### src/rtl/hls_deadlock_reporter_pkg.sv
// hls_deadlock_reporter_pkg: shared FSM state type and widths for the deadlock reporter.
package hls_deadlock_reporter_pkg;
    localparam int IDX_W = 4;
    localparam int CNT_W = 8;
    typedef enum logic [1:0] {WATCH, REPORT, HOLD} state_t;
endpackage

### src/rtl/hls_deadlock_reporter_if.sv
// hls_deadlock_reporter_if: valid/ready report channel carrying monitor index and timestamp.
interface hls_deadlock_reporter_if
    import hls_deadlock_reporter_pkg::*;
#(
    parameter int TS_W = 32
);
    logic             report_valid;
    logic             report_ready;
    logic [IDX_W-1:0] report_idx;
    logic [TS_W-1:0]  report_ts;
    modport master (output report_valid, report_idx, report_ts, input report_ready);
    modport slave  (input report_valid, report_idx, report_ts, output report_ready);
endinterface

### src/rtl/hls_deadlock_persist_cnt.sv
// hls_deadlock_persist_cnt: saturating persistence counter with freeze/clear; hit flags the next value at PERSIST.
module hls_deadlock_persist_cnt
    import hls_deadlock_reporter_pkg::*;
#(
    parameter int PERSIST = 16
) (
    input  logic clock,
    input  logic reset,
    input  logic block,
    input  logic freeze,
    input  logic clear,
    output logic hit
);
    logic [CNT_W-1:0] cnt, cnt_next;

    always_comb
        cnt_next = clear  ? '0 :
                   freeze ? cnt :
                   !block ? '0 :
                   cnt == CNT_W'(PERSIST) ? cnt : cnt + 1'b1;

    // Looking at the next value lets the report appear in the same cycle the count lands on PERSIST.
    assign hit = cnt_next == CNT_W'(PERSIST);

    always_ff @(posedge clock)
        cnt <= reset ? '0 : cnt_next;
endmodule

### src/rtl/hls_deadlock_reporter.sv
// hls_deadlock_reporter: watches per-monitor block flags and reports the first persistent deadlock.
module hls_deadlock_reporter
    import hls_deadlock_reporter_pkg::*;
#(
    parameter int NUM_MON = 4,
    parameter int PERSIST = 16,
    parameter int TS_W    = 32
) (
    input  logic               clock,
    input  logic               reset,
    input  logic [NUM_MON-1:0] block_in,
    input  logic               clear,
    output logic               deadlock,
    hls_deadlock_reporter_if.master rpt
);
    state_t           state, state_next;
    logic [NUM_MON-1:0] hit;
    logic [IDX_W-1:0] ridx, ridx_next, low_idx;
    logic [TS_W-1:0]  ts, rts, rts_next;
    logic             clr, frz;

    // A pending report is never dropped, so clear only acts outside REPORT.
    assign clr = clear && state != REPORT;
    assign frz = state == HOLD;

    for (genvar i = 0; i < NUM_MON; i++) begin : g_mon
        hls_deadlock_persist_cnt #(.PERSIST(PERSIST)) u_cnt (
            .clock (clock),
            .reset (reset),
            .block (block_in[i]),
            .freeze(frz),
            .clear (clr),
            .hit   (hit[i])
        );
    end

    always_comb begin
        low_idx = '0;
        for (int i = NUM_MON - 1; i >= 0; i--)
            low_idx = hit[i] ? IDX_W'(i) : low_idx;
    end

    always_comb begin
        state_next = state;
        ridx_next  = ridx;
        rts_next   = rts;
        case (state)
            WATCH: if (|hit) begin
                state_next = REPORT;
                ridx_next  = low_idx;
                rts_next   = ts + 1'b1;
            end
            REPORT: state_next = rpt.report_ready ? HOLD : REPORT;
            HOLD:   state_next = clear ? WATCH : HOLD;
            default: state_next = WATCH;
        endcase
    end

    always_ff @(posedge clock)
        if (reset) begin
            state <= WATCH;
            ridx  <= '0;
            rts   <= '0;
            ts    <= '0;
        end else begin
            state <= state_next;
            ridx  <= ridx_next;
            rts   <= rts_next;
            ts    <= ts + 1'b1;
        end

    assign deadlock         = state != WATCH;
    assign rpt.report_valid = state == REPORT;
    assign rpt.report_idx   = ridx;
    assign rpt.report_ts    = rts;
endmodule

### src/flat_wrapper.sv
// flat-port wrapper written by rule: the top's interface ports become plain ports
module hls_deadlock_reporter_flat import hls_deadlock_reporter_pkg::*;
#(
    parameter int NUM_MON = 4,
    parameter int PERSIST = 16,
    parameter int TS_W    = 32
)
  (clock, reset, block_in, clear, deadlock, rpt_report_valid, rpt_report_idx, rpt_report_ts, rpt_report_ready);
  hls_deadlock_reporter_if #(.TS_W(TS_W)) rpt_i ();
  input  logic clock;
  input  logic reset;
  input  logic [NUM_MON-1:0] block_in;
  input  logic clear;
  output logic deadlock;
  output wire logic [$bits(rpt_i.report_valid)-1:0] rpt_report_valid;
  output wire logic [$bits(rpt_i.report_idx)-1:0] rpt_report_idx;
  output wire logic [$bits(rpt_i.report_ts)-1:0] rpt_report_ts;
  input wire logic [$bits(rpt_i.report_ready)-1:0] rpt_report_ready;
  assign rpt_report_valid = rpt_i.report_valid;
  assign rpt_report_idx = rpt_i.report_idx;
  assign rpt_report_ts = rpt_i.report_ts;
  assign rpt_i.report_ready = rpt_report_ready;
  hls_deadlock_reporter #(.NUM_MON(NUM_MON), .PERSIST(PERSIST), .TS_W(TS_W)) u_core (.clock(clock), .reset(reset), .block_in(block_in), .clear(clear), .deadlock(deadlock), .rpt(rpt_i));
endmodule
### config.mk
export PLATFORM = sky130hd
export DESIGN_NAME = hls_deadlock_reporter_flat
export DESIGN_NICKNAME = d
export VERILOG_FILES = /design/src/rtl/hls_deadlock_reporter_pkg.sv /design/src/rtl/hls_deadlock_reporter_if.sv /design/src/rtl/hls_deadlock_persist_cnt.sv /design/src/rtl/hls_deadlock_reporter.sv /design/src/flat_wrapper.sv
export SDC_FILE = /design/constraint.sdc
export NUM_CORES = 1
export LEC_CHECK = 0
export ABC_AREA = 1
export CAP_MARGIN = 5
export CELL_PAD_IN_SITES_DETAIL_PLACEMENT = 1
export CELL_PAD_IN_SITES_GLOBAL_PLACEMENT = 2
export CORE_UTILIZATION = 32
export CTS_CLUSTER_DIAMETER = 120
export DETAILED_ROUTE_END_ITERATION = 10
export PLACE_DENSITY_LB_ADDON = 0.3
export SETUP_SLACK_MARGIN = 0.4
export SLEW_MARGIN = 20
export SYNTH_ARGS = -nofsm -noshare
export SYNTH_HDL_FRONTEND = slang
export SYNTH_HIERARCHICAL = 1
export SYNTH_SLANG_ARGS = --single-unit
### constraint.sdc
create_clock -name clock -period 3.2 [get_ports clock]
set_input_delay 0.64 -clock clock [delete_from_list [all_inputs] [get_ports clock]]
set_output_delay 0.64 -clock clock [all_outputs]
set_load 0.01 [all_outputs]
==> flow_summary.ini, run 1 <==
[global_route]
grt_overflow = 0
grt_max_degree = 41
first_global_vias = 5461
grt_usage = 0.1859
grt_antenna_before_repair = 0
grt_pass1_wl_mm = 26.09

[clock_network]
cts_hold_buf = 0
cts_tree = done
cts_max_level = 3
cts_buffers = 9
clk_latency_ns = 0.35
clockBufferDepth = 2
cts_sinks = 100
ctsRootBufferMaster = clkbuf_16
clkTransAtPathRegs_ns = 0.07

[timing]
setup_viol = 0
clock.fmax_ghz = 0.3845
hold_viol = 0
fin_skew_ns = 0.007755
slew_headroom = 0.5185
finalCritPeriodShare = 0.8128
fin_tns_setup_ns = 0
period_minus_slack_ns = 2.601
setup_ws_ns = 0.5992
tightest_slew_ns = 0.7223
rsz0062_at_grt = false
slew_violations = 0

[route]
dr_wl_met3_um = 420
drc = 0
route.layer.met1.wl_mm = 7.816
vias = 5366
dr.pass1.iters = 4
antenna_left = 0
top_layer = met4
drtIter0Drc = 187
via_per_inst = 4.732
route.met2.wl_mm = 8.129
wire_per_inst_um = 14.60
wirelength_mm = 16.56

[yosys]
muxShareOfSynthArea = 0
synthCells = 850
ys_seq_elements = 100
synth_cell_type_count = 34
yosys.area_share.adder = 0.02048
ys_seq_area_frac = 0.3641
synth-simple-area-share = 0.4185
yosysTopAreaCell = dfxtp_1
synth_top_family_by_area = simple AND/OR/NAND/NOR gates
yosysWarnings = 6
yosysTopAreaCellShare = 0.3641
syn-cell-area_sq_um = 5498
synth_compound_area_frac = 0.07601
synthXorXnorAreaFrac = 0.01434
ys_top_cells_by_area = dfxtp_1 (36%), nand2_1 (15%), nor2_1 (11%)
synth_area_per_cell_sq_um = 6.468

[floorplanning]
row_count = 47
initial_core_util = 0.3292
dieArea_sq_um = 17710
fp.dieW_um = 133.1
die_h_um = 133.1
ioPinCount = 46
coreArea_sq_um = 16700

[finish]
area_growth_pct = 23.81
layout_common_cells = nand2_1 (212), nor2_1 (161), inv_1 (107), dfxtp_1 (98), nand3_1 (66)
final_common_cell = nand2_1
fin_area_sq_um = 6807
diodes = 0
nets = 928
drive_gt1_frac = 0.1269

[power_and_ir_drop]
power.density_nw_per_um2 = 376.2
peakVddDrop_uv = 364.9
leakage_uw = 0.002776

[placement]
post-dp-hpwl_mm = 11.90
place_ws_ns = 0.01467
post_dp_cell_area_sq_um = 6200
place_congestion = 0.8418
port_buffers = 43

[run_status]
outcome = completed

[setup_path]
cp-end-kind = flip-flop
cp-start-kind = primary input
required_ns = 3.44
crit_type = in -> reg
crit_fanout = 6
crit_arrival_ns = 2.84
reg2reg_slack_ns = 0.62

[job]
drv_cap = 0

[hold_path]
hp-class = reg -> reg
## logic make-up (layout without fill, tap and decap cells)
logic type	Yosys count	after routing
other	1	2
flip-flops	100	100
buffers and inverters	144	207
adder cells (fa/ha/maj)	9	9
AO/OA/AOI/OAI	73	73
XOR/XNOR	9	9
AND/OR/NAND/NOR	514	514
## worst max-delay path: stages
cell and delay [ns]:
clkdlybuf4s50_1 0.40, nor2_1 0.26, nor2_4 0.09, buf_4 0.15, buf_4 0.12, nand3_1 0.11
nand3_2 0.09, nor2_2 0.10, inv_2 0.07, a31oi_4 0.25, buf_6 0.18, inv_1 0.11
nor2_1 0.20, nor2_1 0.08
## power by group
part           switching (uW)  internal [uW]  leakage, uW  total [uW]
sequential               6.12           1250     0.000807        1260
clock                     500            701     0.000155        1200
combinational            66.5           38.1      0.00181         105
## cell usage after synthesis
| library cell | instances |
|---|---|
| a211oi_1 | 1 |
| a211oi_2 | 1 |
| a21oi_1 | 36 |
| a31oi_4 | 1 |
| buf_1 | 7 |
| buf_4 | 5 |
| buf_6 | 3 |
| clkbuf_1 | 4 |
| clkinv_1 | 1 |
| conb_1 | 1 |
| dfxtp_1 | 100 |
| ha_1 | 9 |
| inv_1 | 109 |
| inv_2 | 15 |
| nand2_1 | 213 |
| nand2_2 | 6 |
| nand2_4 | 6 |
| nand3_1 | 66 |
| nand3_2 | 9 |
| nand3b_1 | 3 |
| nand4_1 | 6 |
| nor2_1 | 163 |
| nor2_2 | 15 |
| nor2_4 | 11 |
| nor3_1 | 14 |
| nor3_2 | 1 |
| o21a_1 | 3 |
| o21ai_0 | 18 |
| o21ai_1 | 7 |
| o21ai_2 | 3 |
| o21bai_1 | 3 |
| or2_1 | 1 |
| xnor2_1 | 4 |
| xor2_1 | 5 |
## sequential cells by signal (all words and copies together) (netlist names)
signal                  flops
u_core/g_mon.u_cnt/cnt     32
u_core/rpt.report_idx       2
u_core/rpt.report_ts       32
u_core/state                2
u_core/ts                  32
## through the flow
stage	cells	hold WS (ns)	power (uW)	util
after floorplan	851	0.4298	1350	-
after detailed placement	1103	0.4933	1386	0.3712
after global placement	1103	0.4518	1382	0.3712
after global routing	1134	0.5375	2655	0.4076
final	1134	0.5041	2561	0.4076
after CTS	1120	0.5104	2594	0.3929
## area by class of cell
cell class / instances / area (sq um)
Timing Repair Buffer: 68 / 805.8
Inverter: 125 / 469.2
Clock inverter: 4 / 73.82
Tap cell: 220 / 275.3
Multi-Input combinational cell: 607 / 2939
Clock buffer: 10 / 239.0
Sequential cell: 100 / 2004
Fill cell: 2167 / 9894
## layer usage
metal  GRT usage  vias to the layer above
li1            -                     2745
met1      0.2308                     2553
met2      0.3258                       57
met3     0.03257                       11
met4     0.05619                        0
met5           0                        -
## final timing paths
check / startpoint / endpoint / depth (start not counted)
worst max-delay path: block_in[1] / u_core/rpt.report_idx[0] / 14
worst min-delay path: u_core/ts[0] / u_core/rpt.report_ts[0] / 1
worst max register to register: u_core/state[0] / u_core/rpt.report_idx[0] / 17
worst min register to register: u_core/ts[0] / u_core/rpt.report_ts[0] / 1
## timing repair
action | 4_1_cts | 5_1_grt
pin swaps | 2 | 8
buffers inserted | 2 | 8
setup endpoints to repair | 6 | 33
gates cloned | 1 | 6
gates resized for setup | 1 | 16
Note: power is estimated with default switching activity, not from simulation.
==> run 2: changes to the inputs <==
==> constraint.sdc (replaced) <==
create_clock -name clock -period 2.4 [get_ports clock]
set_input_delay 0.48 -clock clock [delete_from_list [all_inputs] [get_ports clock]]
set_output_delay 0.48 -clock clock [all_outputs]
set_load 0.01 [all_outputs]
==> run 2 against run 1 <==
  * The flow now finishes with violations (setup timing)
  * Global-route usage grew 2.7 points
  * Die area stayed put
  * Utilization rose by 5.9 points
  * Count of clock-buffer cells in the layout unchanged
  * Combinational power grew 64%
  * Clock skew up 0.0010 ns
  * Worst hold slack lost 0.032 ns
  * Register-to-register slack lost 0.77 ns
  * Power up 31%
  * Sequential share of layout area shrank 3.6 points
==> flow_summary.ini, run 2 (synthesized netlist as in run 1, its figures left out) <==
[clock_network]
clockBufferDepth = 2
cts_max_level = 3
ctsRootBufferMaster = clkbuf_16
cts_tree = done
clk_latency_ns = 0.35
cts_sinks = 100
cts_hold_buf = 0
cts_buffers = 9
clkTransAtPathRegs_ns = 0.07

[route]
wire_per_inst_um = 15.05
wirelength_mm = 18.27
dr.pass1.iters = 6
vias = 5804
via_per_inst = 4.781
drc = 0
drtIter0Drc = 246
antenna_left = 0

[placement]
place_congestion = 0.8459
place_ws_ns = -0.5666
port_buffers = 43
post_dp_cell_area_sq_um = 6475
post-dp-hpwl_mm = 12.25

[setup_path]
crit_type = reg -> reg
cp-start-kind = flip-flop
crit_arrival_ns = 2.83
critPathTopFamily = buffers and inverters
cp-end-kind = flip-flop
crit_buf_inv = 7
cpPeakStageDelay_ns = 0.38
cp_cell_sequence = inv_4 > nor2_4 > buf_12 > inv_4 > nand2_1 > nand2_1 > o21ai_1 > inv_1 > o21ai_2 > nand3_2 > nor2_4 > nor2_4 > a31oi_4 > buf_6 > clkinvlp_4 > buf_6 > a21oi_2
crit_fanout = 8
required_ns = 2.68
cpMostUsedCell = nor2_4
cp_slowest_cell = dfxtp_4

[floorplanning]
ioPinCount = 46
dieArea_sq_um = 17710
die_h_um = 133.1
row_count = 47
initial_core_util = 0.3292
fp.dieW_um = 133.1
coreArea_sq_um = 16700

[global_route]
busiest_layer = met2
grt_util_met1 = 0.2684
met2_usage = 0.3770
grt_pass1_wl_mm = 30.08
first_global_vias = 6131
grt_overflow = 0
grt_max_degree = 52
grt_usage = 0.2128
grt_antenna_before_repair = 0
use_met3 = 0.02337

[job]
drv_cap = 0

[finish]
area_growth_pct = 41.62
fin_area_sq_um = 7786
layout_common_cells = nand2_1 (208), nor2_1 (135), inv_1 (104), dfxtp_1 (95), buf_4 (74)
drive_gt1_frac = 0.2636
diodes = 0
nets = 1006
final_common_cell = nand2_1
final_core_util = 0.4662

[timing]
finalCritPeriodShare = 1.063
setup_ws_ns = -0.1510
fin_skew_ns = 0.008757
slew_violations = 0
period_minus_slack_ns = 2.551
clock.fmax_ghz = 0.3920
setup_viol = 35
hold_viol = 0
rsz0062_at_grt = true

[power_and_ir_drop]
peakVddDrop_uv = 289.8
power.density_nw_per_um2 = 431.3
leakage_uw = 0.003183

[run_status]
outcome = complete, but fails checks
violations = setup timing

[hold_path]
hp-class = reg -> reg
## run 2: cell type report
type | instances | area (sq um)
Clock buffer | 10 | 229.0
Timing Repair Buffer | 146 | 1498
Sequential cell | 100 | 2011
Clock inverter | 6 | 71.32
Tap cell | 220 | 275.3
Fill cell | 2081 | 8915
Inverter | 125 | 485.5
Multi-Input combinational cell | 607 | 3217
## run 2: path summary, 6_finish.rpt
path / to / from / depth (start not counted) / slack, ns
setup / recovery: u_core/state[0] / u_core/state[1] / 17 / -0.15
hold / removal: u_core/ts[0] / u_core/ts[0] / 1 / 0.47
setup reg to reg: u_core/state[0] / u_core/state[1] / 17 / -0.15
hold reg to reg: u_core/ts[0] / u_core/ts[0] / 1 / 0.47
## run 2: stage by stage
step | TNS [ns] | hold slack, ns | power, uW | instances
after CTS | -1.383 | 0.4762 | 3406 | 1207
after global routing | -10.68 | 0.4961 | 3486 | 1214
after global placement | -16.16 | 0.4569 | 1857 | 1139
final | -3.528 | 0.4718 | 3358 | 1214
after floorplan | 0 | 0.4298 | 1801 | 851
after detailed placement | -18.19 | 0.4600 | 1862 | 1139
## run 2: power by group
part / internal [uW] / switching [uW]
clock: 820 / 694
combinational: 72.2 / 99.6
sequential: 1660 / 7.72
total: 2560 / 802
## run 2: metal layers
layer / vias to the layer above / share of wire / wire length (um)
met2: 82 / 0.50 / 9099
met4: 0 / 0.016 / 292
met1: 2791 / 0.46 / 8367
li1: 2908 / - / -
met3: 23 / 0.028 / 505
met5: - / 0 / 0
## run 2: repair_timing
action | CTS | global route
buffers inserted | 46 | 6
resized for setup | 79 | 46
endpoints found under the setup margin | 37 | 37
endpoints found under the hold margin | 0 | 0
cloned | 6 | 1
pin swaps | 27 | 38
==> RTL change (config.mk and constraints of run 1) <==
`TS_W` is set to 32 in 3 places; all go to 48.
--- a/src/rtl/hls_deadlock_reporter_if.sv
+++ b/src/rtl/hls_deadlock_reporter_if.sv
@@ -4,3 +4,3 @@
 #(
-    parameter int TS_W = 32
+    parameter int TS_W = 48
 );
--- a/src/rtl/hls_deadlock_reporter.sv
+++ b/src/rtl/hls_deadlock_reporter.sv
@@ -6,3 +6,3 @@
     parameter int PERSIST = 16,
-    parameter int TS_W    = 32
+    parameter int TS_W    = 48
 ) (
--- a/src/flat_wrapper.sv
+++ b/src/flat_wrapper.sv
@@ -5,3 +5,3 @@
     parameter int PERSIST = 16,
-    parameter int TS_W    = 32
+    parameter int TS_W    = 48
 )
Ports: changed (resized rpt_report_ts); port bits go from 46 to 62. No check against the original RTL was run, so the function may have changed too.
==> RTL change against run 1 <==
Sequential power is 32% higher. Final area is 29% higher. Area after synthesis grew 30%. Via count rose by 26%. Non-clock buffer count increased by 2. Wire length up 27%. Sequential cell count increased by 32. Critical path type unchanged. Clock power increased by 86%. Total power grew 56%. Worst setup slack got worse by 60 ps. Critical path depth grew 3.
==> RTL change: results (changes against run 1) <==
status:
  status: "finished clean"
synth:
  async_flop_share_pct: 0  # unchanged
  synth_cell_types: 40  # +18%
  yosysWarnings: 6  # unchanged
  ys_top_cells_by_count: "nand2_1 (254), nor2_1 (211), dfxtp_1 (132)"
  yosysSeqAreaShare_pct: 37.02  # +0.61 points
  synth.area.top_cells: "dfxtp_1 (37%), nand2_1 (13%), nor2_1 (11%)"
detailed_routing:
  dr.first_iter.drc_count: 182  # -2.7%
  drt_wl_total_um: 21000  # +27%
  dr.pass1.iters: 4  # unchanged
  vias_per_cell: 4.713  # -0.40%
grt:
  grt_pass1_wl_um: 33380  # +28%
  antenna_found_initial: 0  # unchanged
  gr-usage-all-layers_pct: 18.93  # +0.34 points
  grt_pass1_vias: 6788  # +24%
  grt_start_max_net_pins: 65  # +59%
clock_tree:
  clock_latency_ps: 440  # +90 ps
  cts_root_buffer: "clkbuf_16"
  clk_pin_slew_ps: 60
  cts_buffers: 17  # +8
  htree_levels: 4  # +1
  clockBufferDepth: 2  # unchanged
placed_design:
  detailed_place_hpwl_um: 15350  # +29%
  portBuffers: 59  # +37%
  place_congestion: 0.8321  # -1.2%
  pre_cts_ws_ps: 105.9  # +91.26 ps
  post_dp_cell_area_mm2: 0.008041  # +30%
timing:
  slew_headroom_pct: 57.95  # +6.1 points
  finClkSkew_ps: 8.467  # +0.7119 ps
  hold_violations: 0  # unchanged
worst_setup_path:
  path_max_fanout: 9  # +3
  cp.arrival_ps: 2990  # +150 ps
finish:
  finalNetCount: 1159  # +25%
  fill_cells: 2801  # +29%
  drive_above_1_share_pct: 12.55  # -0.14 points
pwr:
  power.leakage_nw: 3.444  # +24%
  ir_drop_mv: 0.2505  # -31%
  p_int_mw: 3.127  # +57%
hold_path:
  hp-class: "reg -> reg"
==> RTL change: cell types whose count changed after synthesis, moves of 9 or more <==
cell | before | now
nor2_1 | 163 | 211
nor2_2 | 15 | 24
inv_1 | 109 | 123
nand2_1 | 213 | 254
dfxtp_1 | 100 | 132
nand4_1 | 6 | 20
nand3_1 | 66 | 77
==> RTL change: final cells by class <==
cell class              count  area (um2)  share of cell area, %
well taps                 280       350.3                  3.985
multi-input cells         782        3875                  44.07
inverters                 139       529.3                  6.020
clock buffers              20       466.7                  5.308
flip-flops and latches    132        2643                  30.06
clock inverters            12       200.2                  2.277
repair buffers             70       728.2                  8.282
==> RTL change: worst max-delay path, stage by stage <==
cell	delay [ps]
clkdlybuf4s50_1	400
inv_1	70
nor2_1	60
buf_4	160
nor2_4	180
o21a_1	160
nand2_1	70
nor2_1	110
nand2_1	100
nor2_4	160
nor2_2	80
a21oi_4	160
buf_12	160
clkinvlp_4	70
buf_4	170
o21ai_0	170
inv_1	50
==> RTL change: cells by family (layout without fill, tap and decap cells) <==
group | count (synthesis) | after routing | share of synthesized area (%)
fa+ha+maj | 9 | 9 | 1.578
xor+xnor | 19 | 19 | 2.437
other cells | 1 | 2 | 0.05254
simple gates | 665 | 665 | 42.94
compound gates | 87 | 87 | 6.906
buf+inv | 165 | 241 | 9.062
flops | 132 | 132 | 37.02
==> RTL change: final timing paths <==
| path | end | slack, ps | start | cells after the start |
|---|---|---|---|---|
| worst max-delay path | u_core/rpt.report_ts[11] | 540 | clear | 17 |
| worst min-delay path | u_core/rpt.report_ts[1] | 500 | u_core/rpt.report_ts[1] | 2 |
| worst max register to register | u_core/rpt.report_ts[11] | 610 | u_core/state[1] | 17 |
| worst min register to register | u_core/rpt.report_ts[1] | 500 | u_core/rpt.report_ts[1] | 2 |
==> RTL change: per-layer routing <==
metal	vias to the layer above	wire, um	track usage, %
li1	3492	-	-
met1	3165	9883	22.90
met2	75	10180	33.29
met3	31	625	4.036
met4	0	314	5.650
met5	-	0	0
==> RTL change: power groups by stage <==
stage,Combinational (mW),Sequential (mW),Clock [mW]
3_3_place_gp,0.104,1.69,0
5_1_grt,0.117,1.66,2.36
3_5_place_dp,0.105,1.69,0
2_1_floorplan,0.0738,1.69,0
6_report,0.104,1.66,2.23
4_1_cts,0.106,1.66,2.31
==> RTL change: through the flow <==
step / instances / hold slack [ps]
2_1_floorplan: 1079 / 441.2
3_3_place_gp: 1400 / 468.4
3_5_place_dp: 1400 / 490.4
4_1_cts: 1432 / 511.7
5_1_grt: 1435 / 538.3
6_report: 1435 / 503.6
==> RTL change: timing repair <==
item                       CTS  global route
setup endpoints to repair    0            48
hold endpoints to repair     0             0
gates resized for setup      0            12
setup buffers                0             2
